File: src/rtl/imem_loader_pkg.sv
// imem_loader_pkg: shared types and constants for the instruction-memory loader.
//   state_t          - loader FSM states
//   DEFAULT_DEPTH    - default instruction memory depth in words
//   DEFAULT_ADDR_W   - default word-address width (log2 of depth)
//   HDR_LEN/CSUM_LEN - byte counts of the length header and checksum trailer
package imem_loader_pkg;

    localparam int DEFAULT_DEPTH  = 64;
    localparam int DEFAULT_ADDR_W = 6;

    localparam int HDR_LEN  = 2;
    localparam int CSUM_LEN = 1;

    typedef enum logic [2:0] {
        ST_IDLE,
        ST_LEN_HI,
        ST_LEN_LO,
        ST_DATA,
        ST_CHECK,
        ST_DONE,
        ST_ERROR
    } state_t;

endpackage

File: src/rtl/imem_word_assembler.sv
// imem_word_assembler: packs a big-endian byte stream into 32-bit words.
//   clk, reset   - clock and synchronous active-high reset
//   clear        - restart byte alignment (next byte is a word's MSB)
//   byte_valid   - a byte is consumed this cycle
//   byte_data    - the byte
//   word         - assembled word (registered)
//   word_valid   - one-cycle strobe, the cycle after a word's 4th byte
//   byte_idx     - position of the next byte within its word (0 = MSB)
module imem_word_assembler (
    input  logic        clk,
    input  logic        reset,
    input  logic        clear,
    input  logic        byte_valid,
    input  logic [7:0]  byte_data,
    output logic [31:0] word,
    output logic        word_valid,
    output logic [1:0]  byte_idx
);

    logic [31:0] word_reg;
    logic [1:0]  idx_reg;
    logic        valid_reg;

    always_ff @(posedge clk) begin
        if (reset) begin
            word_reg  <= '0;
            idx_reg   <= '0;
            valid_reg <= 1'b0;
        end else begin
            valid_reg <= byte_valid && (idx_reg == 2'd3);
            if (clear) begin
                idx_reg <= '0;
            end else if (byte_valid) begin
                // MSB arrives first, so shift left and append at the bottom.
                word_reg <= {word_reg[23:0], byte_data};
                idx_reg  <= idx_reg + 2'd1;
            end
        end
    end

    assign word       = word_reg;
    assign word_valid = valid_reg;
    assign byte_idx   = idx_reg;

endmodule

File: src/rtl/imem_loader.sv
// imem_loader: loads a length-prefixed, XOR-checksummed program image from a
// byte stream into the instruction memory write port, holding the CPU until
// the image is complete and verified.
//   clk, reset            - clock and synchronous active-high reset
//   start                 - begin a load (honoured in IDLE, DONE, ERROR)
//   in_valid/in_data      - byte stream; in_ready accepts it
//   imem_we/addr/wdata    - instruction memory write port (word addressed)
//   cpu_hold              - pipeline stall, low only with a verified image
//   load_done / load_err  - completion status levels
module imem_loader
    import imem_loader_pkg::*;
#(
    parameter int DEPTH  = DEFAULT_DEPTH,
    parameter int ADDR_W = DEFAULT_ADDR_W
) (
    input  logic              clk,
    input  logic              reset,
    input  logic              start,
    input  logic              in_valid,
    input  logic [7:0]        in_data,
    output logic              in_ready,
    output logic              imem_we,
    output logic [ADDR_W-1:0] imem_addr,
    output logic [31:0]       imem_wdata,
    output logic              cpu_hold,
    output logic              load_done,
    output logic              load_err
);

    state_t            state_reg, state_next;
    logic [7:0]        len_hi_reg;
    logic [ADDR_W:0]   n_reg;
    logic [ADDR_W:0]   word_cnt_reg;
    logic [7:0]        csum_reg;
    logic [ADDR_W-1:0] addr_reg;
    logic              in_ready_reg, cpu_hold_reg, done_reg, err_reg;

    logic        accept;
    logic        restart;
    logic        asm_clear;
    logic        byte_fire;
    logic [1:0]  byte_idx;
    logic [15:0] len_full;
    logic        last_word;

    assign accept    = in_valid && in_ready_reg;
    assign byte_fire = accept && (state_reg == ST_DATA);
    assign len_full  = {len_hi_reg, in_data};
    assign last_word = (word_cnt_reg == n_reg - (ADDR_W+1)'(1));

    imem_word_assembler u_asm (
        .clk        (clk),
        .reset      (reset),
        .clear      (asm_clear),
        .byte_valid (byte_fire),
        .byte_data  (in_data),
        .word       (imem_wdata),
        .word_valid (imem_we),
        .byte_idx   (byte_idx)
    );

    always_comb begin
        state_next = state_reg;
        restart    = 1'b0;
        asm_clear  = 1'b0;
        case (state_reg)
            ST_IDLE: begin
                if (start) begin
                    state_next = ST_LEN_HI;
                    restart    = 1'b1;
                end
            end
            ST_LEN_HI: begin
                if (accept) state_next = ST_LEN_LO;
            end
            ST_LEN_LO: begin
                if (accept) begin
                    if ((len_full == 16'd0) || (len_full > 16'(DEPTH))) begin
                        state_next = ST_ERROR;
                    end else begin
                        state_next = ST_DATA;
                        asm_clear  = 1'b1;
                    end
                end
            end
            ST_DATA: begin
                if (byte_fire && (byte_idx == 2'd3) && last_word)
                    state_next = ST_CHECK;
            end
            ST_CHECK: begin
                if (accept)
                    state_next = (in_data == csum_reg) ? ST_DONE : ST_ERROR;
            end
            ST_DONE, ST_ERROR: begin
                if (start) begin
                    state_next = ST_LEN_HI;
                    restart    = 1'b1;
                end
            end
            default: state_next = ST_IDLE;
        endcase
    end

    always_ff @(posedge clk) begin
        if (reset) begin
            state_reg    <= ST_IDLE;
            len_hi_reg   <= '0;
            n_reg        <= '0;
            word_cnt_reg <= '0;
            csum_reg     <= '0;
            addr_reg     <= '0;
            in_ready_reg <= 1'b0;
            cpu_hold_reg <= 1'b1;
            done_reg     <= 1'b0;
            err_reg      <= 1'b0;
        end else begin
            state_reg <= state_next;

            // Output flags are derived from the next state so they line up
            // with the state register rather than lagging it by a cycle.
            in_ready_reg <= (state_next == ST_LEN_HI) || (state_next == ST_LEN_LO) ||
                            (state_next == ST_DATA)   || (state_next == ST_CHECK);
            cpu_hold_reg <= (state_next != ST_DONE);
            done_reg     <= (state_next == ST_DONE);
            err_reg      <= (state_next == ST_ERROR);

            if (accept && (state_reg == ST_LEN_HI))
                len_hi_reg <= in_data;
            if (accept && (state_reg == ST_LEN_LO)) begin
                // Only meaningful once the length passed the range check,
                // which guarantees it fits in ADDR_W+1 bits.
                n_reg        <= len_full[ADDR_W:0];
                word_cnt_reg <= '0;
            end

            if (restart) begin
                csum_reg     <= '0;
                addr_reg     <= '0;
                word_cnt_reg <= '0;
            end else begin
                if (byte_fire) begin
                    csum_reg <= csum_reg ^ in_data;
                    if (byte_idx == 2'd3)
                        word_cnt_reg <= word_cnt_reg + (ADDR_W+1)'(1);
                end
                // Advance after each write pulse; the last slot is sticky so
                // the address never wraps back to 0.
                if (imem_we && (addr_reg != ADDR_W'(DEPTH-1)))
                    addr_reg <= addr_reg + ADDR_W'(1);
            end
        end
    end

    assign in_ready  = in_ready_reg;
    assign imem_addr = addr_reg;
    assign cpu_hold  = cpu_hold_reg;
    assign load_done = done_reg;
    assign load_err  = err_reg;

endmodule

File: config.mk
export PLATFORM = sky130hd
export DESIGN_NAME = imem_loader
export DESIGN_NICKNAME = d
export VERILOG_FILES = /design/src/rtl/imem_loader_pkg.sv /design/src/rtl/imem_word_assembler.sv /design/src/rtl/imem_loader.sv
export SDC_FILE = /design/constraint.sdc
export NUM_CORES = 1
export LEC_CHECK = 0
export CAP_MARGIN = 15
export CORE_MARGIN = 8
export CORE_UTILIZATION = 48
export CTS_CLUSTER_DIAMETER = 50
export DETAILED_ROUTE_END_ITERATION = 12
export DONT_BUFFER_PORTS = 1
export GPL_TIMING_DRIVEN = 0
export PLACE_DENSITY = 0.68
export SLEW_MARGIN = 20
export SYNTH_ARGS = -nofsm -noshare
export SYNTH_HDL_FRONTEND = slang
export SYNTH_SLANG_ARGS = --single-unit
File: constraint.sdc
create_clock -name clk -period 3.2 [get_ports clk]
set_clock_uncertainty 0.2 [all_clocks]
set_input_delay 0.64 -clock clk [delete_from_list [all_inputs] [get_ports clk]]
set_output_delay 0.64 -clock clk [all_outputs]
set_load 0.01 [all_outputs]
## Word-level counts from Yosys, hierarchy flattened

Index checks and enable logic that the tools add are counted.

- Input bits: 12
- Flip-flop bits (word level): 78
- Logic and storage cells: 70

- Reductions and logical operators: 17
- Equality and inequality tests: 17
- Order comparisons: 1
- Mux-type cells: 16
- Bitwise gates (word level): 2
- $add $sub $neg: 4

Operators by type and width:

| kind | count |
|---|---|
| two-way mux 7 bit | 3 |
| == test 3 bit, second input constant | 6 |
| two-way mux 3 bit | 6 |
| greater-than comparator 16 x 7 -> 1 bit, second input constant | 1 |
| zero test 16 bit | 1 |
| one-hot mux 3 bit (5 select lines) | 1 |
| == test 3 x 2 -> 1 bit, second input constant | 4 |
| == test 8 bit | 1 |
| XOR 8 bit | 1 |
| adder 7 x 1 -> 7 bit, second input constant | 1 |
| == test 7 bit | 1 |
| logical AND 1 bit | 7 |
| subtractor 7 x 1 -> 7 bit, second input constant | 1 |
| adder 6 x 1 -> 6 bit, second input constant | 1 |
| == test 3 x 1 -> 1 bit, second input constant | 2 |
| != test 6 bit, second input constant | 1 |
| two-way mux 1 bit | 5 |
| logical OR 1 bit | 4 |
| OR reduction 2 bit | 2 |
| zero test 3 bit | 1 |
| != test 3 bit, second input constant | 1 |
| OR reduction 3 bit | 1 |
| adder 2 x 1 -> 2 bit, second input constant | 1 |
| == test 2 bit, second input constant | 1 |
| 3 further kinds | 3 |

## Logic depth before layout (Yosys ltp)

- Depth in word-level cells: 10
- Gate-level depth with buffers: 10

## Cells and area by module

From an unflattened synthesis, not the netlist that was laid out.

- Cells, all modules: 384
- Area, all modules: 3,598.5 µm²

Modules (own cells, without submodules):

| module | area an instance (µm²) | cells an instance | instances |
|---|---|---|---|
| imem_loader | 2,180.8 | 259 | 1 |
| imem_word_assembler | 1,417.6 | 125 | 1 |

## Worst setup path before layout

OpenSTA, ideal clock, no wires.

- Kind: in2reg
- From: input port in_data[0]
- To: register done_reg, in the netlist load_done
- Stages on the path: 7
- Slack: 0.837 ns
- Buffers on the path: 0
- Data required time: 2.885 ns
- Arrival time: 2.048 ns
- Setup time: 0.115 ns
- Cell sequence: or4_1 o31a_1 nor3_1 o21a_1 a21o_1 inv_2 and2_1

- Longest elaborated chain between the ends: 6
- Elaborated cells between the ends (all ways): 10
- Classes of those cells: 1 x order compare; 2 x eq/ne; 5 x mux; 2 x reduce/logical

RTL lines:

| item | line | text |
|---|---|---|
| start, declared | imem_loader.sv:20 | `input logic [7:0] in_data,` |
| greater-than comparator 16 x 7 -> 1 bit or zero test 16 bit (tied branches) | imem_loader.sv:78 | `if ((len_full == 16'd0) \|\| (len_full > 16'(DEPTH))) begin` |
| logical OR 1 bit | imem_loader.sv:78 |  |
| two-way mux 3 bit | imem_loader.sv:78 |  |
| two-way mux 3 bit | imem_loader.sv:77 | `if (accept) begin` |
| one-hot mux 3 bit (5 select lines) (*) | imem_loader.sv:66 | `case (state_reg)` |
| == test 3 bit (*) | imem_loader.sv:124 | `done_reg <= (state_next == ST_DONE);` |
| end signal, assigned | imem_loader.sv:124 |  |
| end, declared | imem_loader.sv:36 | `logic in_ready_reg, cpu_hold_reg, done_reg, err_reg;` |

Every way passes the cells marked *; elsewhere a longest branch is shown, timed or not.
A chain may end at the register's enable or synchronous reset.

## Worst setup path after layout

- From: register n_reg[0]
- To: register in_ready_reg, in the netlist in_ready

- Longest elaborated chain between the ends: 9
- Elaborated cells between the ends (all ways): 12
- Classes of those cells: 1 x add/sub; 5 x eq/ne; 2 x mux; 4 x reduce/logical

RTL lines:

| item | line | text |
|---|---|---|
| start, declared | imem_loader.sv:32 | `logic [ADDR_W:0] n_reg;` |
| start signal, assigned | imem_loader.sv:132 | `n_reg <= len_full[ADDR_W:0];` |
| subtractor 7 x 1 -> 7 bit (*) | imem_loader.sv:49 | `assign last_word = (word_cnt_reg == n_reg - (ADDR_W+1)'(1));` |
| == test 7 bit (*) | imem_loader.sv:49 |  |
| logical AND 1 bit (*) | imem_loader.sv:87 | `if (byte_fire && (byte_idx == 2'd3) && last_word)` |
| two-way mux 3 bit (*) | imem_loader.sv:87 |  |
| one-hot mux 3 bit (5 select lines) (*) | imem_loader.sv:66 |  |
| == test 3 x 1 -> 1 bit or == test 3 x 2 -> 1 bit (tied branches) | imem_loader.sv:121 | `in_ready_reg <= (state_next == ST_LEN_HI) \|\| (state_next == ST_LEN_LO) \|\|` |
| logical OR 1 bit (2 in a row) | imem_loader.sv:121 |  |
| logical OR 1 bit (*) | imem_loader.sv:122 | `(state_next == ST_DATA) \|\| (state_next == ST_CHECK);` |
| end signal, assigned | imem_loader.sv:121 |  |
| end, declared | imem_loader.sv:36 |  |

Marks and branches as above.

==> out/qor.txt <==
ROUTING
-------------------------------------------------------------------------------------
Violation count after the first detailed-route iteration                          146
Drt total wl                                                                  7380 um
Post-DR vias/cell                                                                5.44
Number of routed nets with antenna violations                                       0
Number of remaining DRC errors                                                      0
First-pass DRT Iterations                                                           4
Wire length per cell after detailed routing                                   15.0 um
Count of vias placed by the detailed router                                      2680

GRT
-------------------------------------------------------------------------------------
Gr usage total                                                                  0.157
Wire length of the first global-routing pass                                 12500 um
Maximum number of pins on one net before global-route repair                       17
Number of global-route vias before repair                                        2527
Antenna violations before repair                                                    0
Met3 Track Usage GR                                                            0.0578
Grt met1 use                                                                    0.194
Total grt overflow                                                                  0
GRT met2 Usage                                                                  0.240
Most Used Layer, Global Route                                                    met2

LAYOUT
-------------------------------------------------------------------------------------
Ratio of cells with drive above 1 in the final layout                          0.0508
Commonest non-fill, non-tap cells in the layout                          sky130_fd_sc_hd__nand2_1 (89), sky130_fd_sc_hd__dfxtp_1 (78), sky130_fd_sc_hd__a21oi_1 (49)
Antenna diode count                                                                 0
Summed area of non-filler cells in the final layout                      0.00358 sq mm
# nets final                                                                      424
Most frequent standard cell in the layout excluding fill and tap cells   sky130_fd_sc_hd__nand2_1
Max reg flops                                                                      32
Layout area overhead                                                            8.70%

SYNTH
-------------------------------------------------------------------------------------
Cell type with the largest total area after synthesis                    sky130_fd_sc_hd__dfxtp_1
Mux contribution to synthesized area                                           0.0334
Fraction of the yosys area taken by sequential cells                            0.474
Distinct cell type count of the synthesized netlist                                38
Post-synthesis share of cell area spent on and, or, nand and nor gates          0.235
Top area cells in the synthesized netlist                                sky130_fd_sc_hd__dfxtp_1 (47%), sky130_fd_sc_hd__nand2_1 (10%), sky130_fd_sc_hd__a21oi_1 (7.4%)
Post-synthesis compound-gate area fraction                                      0.120
Net count of the mapped netlist                                                   413
Largest family of logic cells by synthesized area                        simple AND/OR/NAND/NOR gates
Synth Area in Adders                                                           0.0152
Gate count of the mapped netlist                                                  397
Flip-flop and latch count after synthesis                                          78
Count of flip-flops with a built-in enable after synthesis                          0
Avg Synthesized Cell Area                                                  8.30 sq um
Share of flip-flops with an asynchronous set or reset                               0
Synthesized area                                                         0.00329 sq mm
Prevailing post-synth register cell                                      sky130_fd_sc_hd__dfxtp_1
Synth Area in XOR/XNOR                                                         0.0946
Number of warnings issued by yosys                                                  0
Share of Yosys cell area claimed by the top area cell type                      0.474

WORST SETUP PATH
-------------------------------------------------------------------------------------
Worst Path Buf+Inv                                                                  2
Largest stage delay, worst path                                               0.41 ns
Worst EP arrival                                                              2.59 ns
Capturing element type of the critical path                                      flop
Cell with the largest stage delay on the worst path                      sky130_fd_sc_hd__or4_1
CP cell instances                                                        inv_1 > ha_1 > clkbuf_1 > nand2b_1 > or4_1 > a31oi_1 > o2111ai_1 > a21oi_1 > mux2i_1
Endpoint required time on the critical path                                   3.29 ns
Max Fanout on Critical Path                                                         7
Kind of cell adding the most delay to the critical path                  compound AO/OA/AOI/OAI gates
Crit Path Class                                                          flop to flop
Category of the worst setup path launch point                                    flop

FLOORPLANNING
-------------------------------------------------------------------------------------
Area of the core region                                                  0.00672 sq mm
Number of core rows                                                                30
# IOs                                                                              55
Die outline height                                                            98.8 um
Initial cell density of the core                                                0.490
Width of the die                                                              98.8 um
Area of the die                                                          0.00977 sq mm

TIMING
-------------------------------------------------------------------------------------
Max Fclk                                                                    0.399 GHz
Setup repair after global routing missed its margin                                no
Remaining max-slew budget at the tightest pin                                   0.393
Post-Route Hold Slack                                                        0.220 ns
Fin. Hold Viols                                                                     0
Finish-stage setup viols                                                            0
Final period utilization                                                        0.784
Least-Margin Pin Slew                                                        0.903 ns
Setup TNS                                                                        0 ns
Final critical path time including I/O delays and setup                       2.51 ns
Total count of max-transition violations in the final report                        0

POWER AND IR DROP
-------------------------------------------------------------------------------------
LEAKAGE                                                                       1.20 nW
Switching share of power                                                        0.264
Part of the total power dissipated in the clock network                         0.390
Max IR drop VDD                                                                253 uV
Combinational fraction of design power                                          0.056
Ratio of total power to cell area                                         500 mW/mm^2
Net load switching power                                                   0.000473 W
Sequential power share                                                          0.554
Total internal power                                                        0.00132 W

CTS
-------------------------------------------------------------------------------------
# hold bufs at CTS                                                                  0
Worst skew pair latency                                                       0.36 ns
Library cell used as clock root buffer                                   sky130_fd_sc_hd__clkbuf_8
Clk sink count                                                                     78
PostCTS Resize Cnt                                                                  0
Clock tree from TritonCTS                                                       built
Post-CTS setup-driven buffer insertion count                                        0
CTS Buf Count                                                                       9
CTS HTree Levels                                                                    3
CTS clock-pin slew for the worst setup and hold paths                         0.09 ns
Maximum count of clock buffers along a single path                                  2

PLACE
-------------------------------------------------------------------------------------
Final weighted congestion in routability-driven placement                       0.791
Area after DPL                                                           0.00339 sq mm
DP HPWL                                                                       5530 um
Input/output buffers                                                                0

STATUS
-------------------------------------------------------------------------------------
Status                                                                   complete, no violations

FLOW RUN
-------------------------------------------------------------------------------------
MaxCap Viol Count                                                                   0

HOLD PATH
-------------------------------------------------------------------------------------
Path class of the lowest-slack min-delay path                            primary input to flop

-- final timing paths --
path	startpoint	to	slack, ns	cells after the start
min reg2reg	n_reg[6]	n_reg[6]	0.29	2
max reg2reg	n_reg[0]	in_ready	0.69	9
max	n_reg[0]	in_ready	0.69	9
min	in_data[1]	n_reg[1]	0.22	2
-- area by class of cell --
| cell class | instances | area (sq um) |
|---|---|---|
| fillers | 653 | 3140 |
| multi-input cells | 295 | 1640 |
| well taps | 80 | 100 |
| plain buffers | 19 | 71.3 |
| clock inverters | 7 | 62.6 |
| inverters | 5 | 18.8 |
| flip-flops and latches | 78 | 1560 |
| clock buffers | 9 | 124 |
-- cells in the mapped netlist (2+ instances only) --
master	n
sky130_fd_sc_hd__clkbuf_1	19
sky130_fd_sc_hd__o211ai_1	2
sky130_fd_sc_hd__xor2_1	15
sky130_fd_sc_hd__nor4_1	3
sky130_fd_sc_hd__and3_1	3
sky130_fd_sc_hd__o21ai_0	4
sky130_fd_sc_hd__and2_1	3
sky130_fd_sc_hd__or2_2	2
sky130_fd_sc_hd__a21oi_1	49
sky130_fd_sc_hd__inv_1	4
sky130_fd_sc_hd__nor2_1	38
sky130_fd_sc_hd__ha_1	4
sky130_fd_sc_hd__mux2i_1	11
sky130_fd_sc_hd__dfxtp_1	78
sky130_fd_sc_hd__nand3b_1	2
sky130_fd_sc_hd__nand4_1	8
sky130_fd_sc_hd__or3_1	5
sky130_fd_sc_hd__nand2_1	89
sky130_fd_sc_hd__nand2b_1	3
sky130_fd_sc_hd__or4_1	3
sky130_fd_sc_hd__a31oi_1	4
sky130_fd_sc_hd__a21o_1	3
sky130_fd_sc_hd__xnor2_1	18
sky130_fd_sc_hd__nand3_1	5
sky130_fd_sc_hd__nor3_1	9
-- cell families after synthesis --
kind of cell / Yosys count
XOR/XNOR: 34
multiplexers: 11
flip-flops: 78
AO/OA/AOI/OAI: 70
buffers and inverters: 24
AND/OR/NAND/NOR: 176
adder cells (fa/ha/maj): 4
-- per-stage QoR --
stage | util | worst slack [ns] | total power, W | std cells
after floorplan | - | 0.837 | 0.00109 | 397
after global placement | 0.505 | 0.665 | 0.00111 | 477
after detailed placement | 0.505 | 0.644 | 0.00112 | 477
after CTS | 0.533 | 0.731 | 0.00181 | 493
after global routing | 0.533 | 0.531 | 0.00186 | 493
final | 0.533 | 0.691 | 0.00179 | 493
-- power groups by stage --
stage               combinational (W)  clock [W]  sequential, W
floorplan                   0.0000795          0        0.00101
finish                       0.000101   0.000698       0.000992
global placement            0.0000995          0        0.00101
CTS                          0.000101   0.000718       0.000992
global route                 0.000116   0.000755       0.000994
detailed placement           0.000100          0        0.00102
-- per-layer routing --
metal	vias up	wire length (um)
li1	1361	-
met1	1258	3390
met2	49	3320
met3	12	552
met4	0	112
met5	-	0
Power figures use the tool's default switching activity.
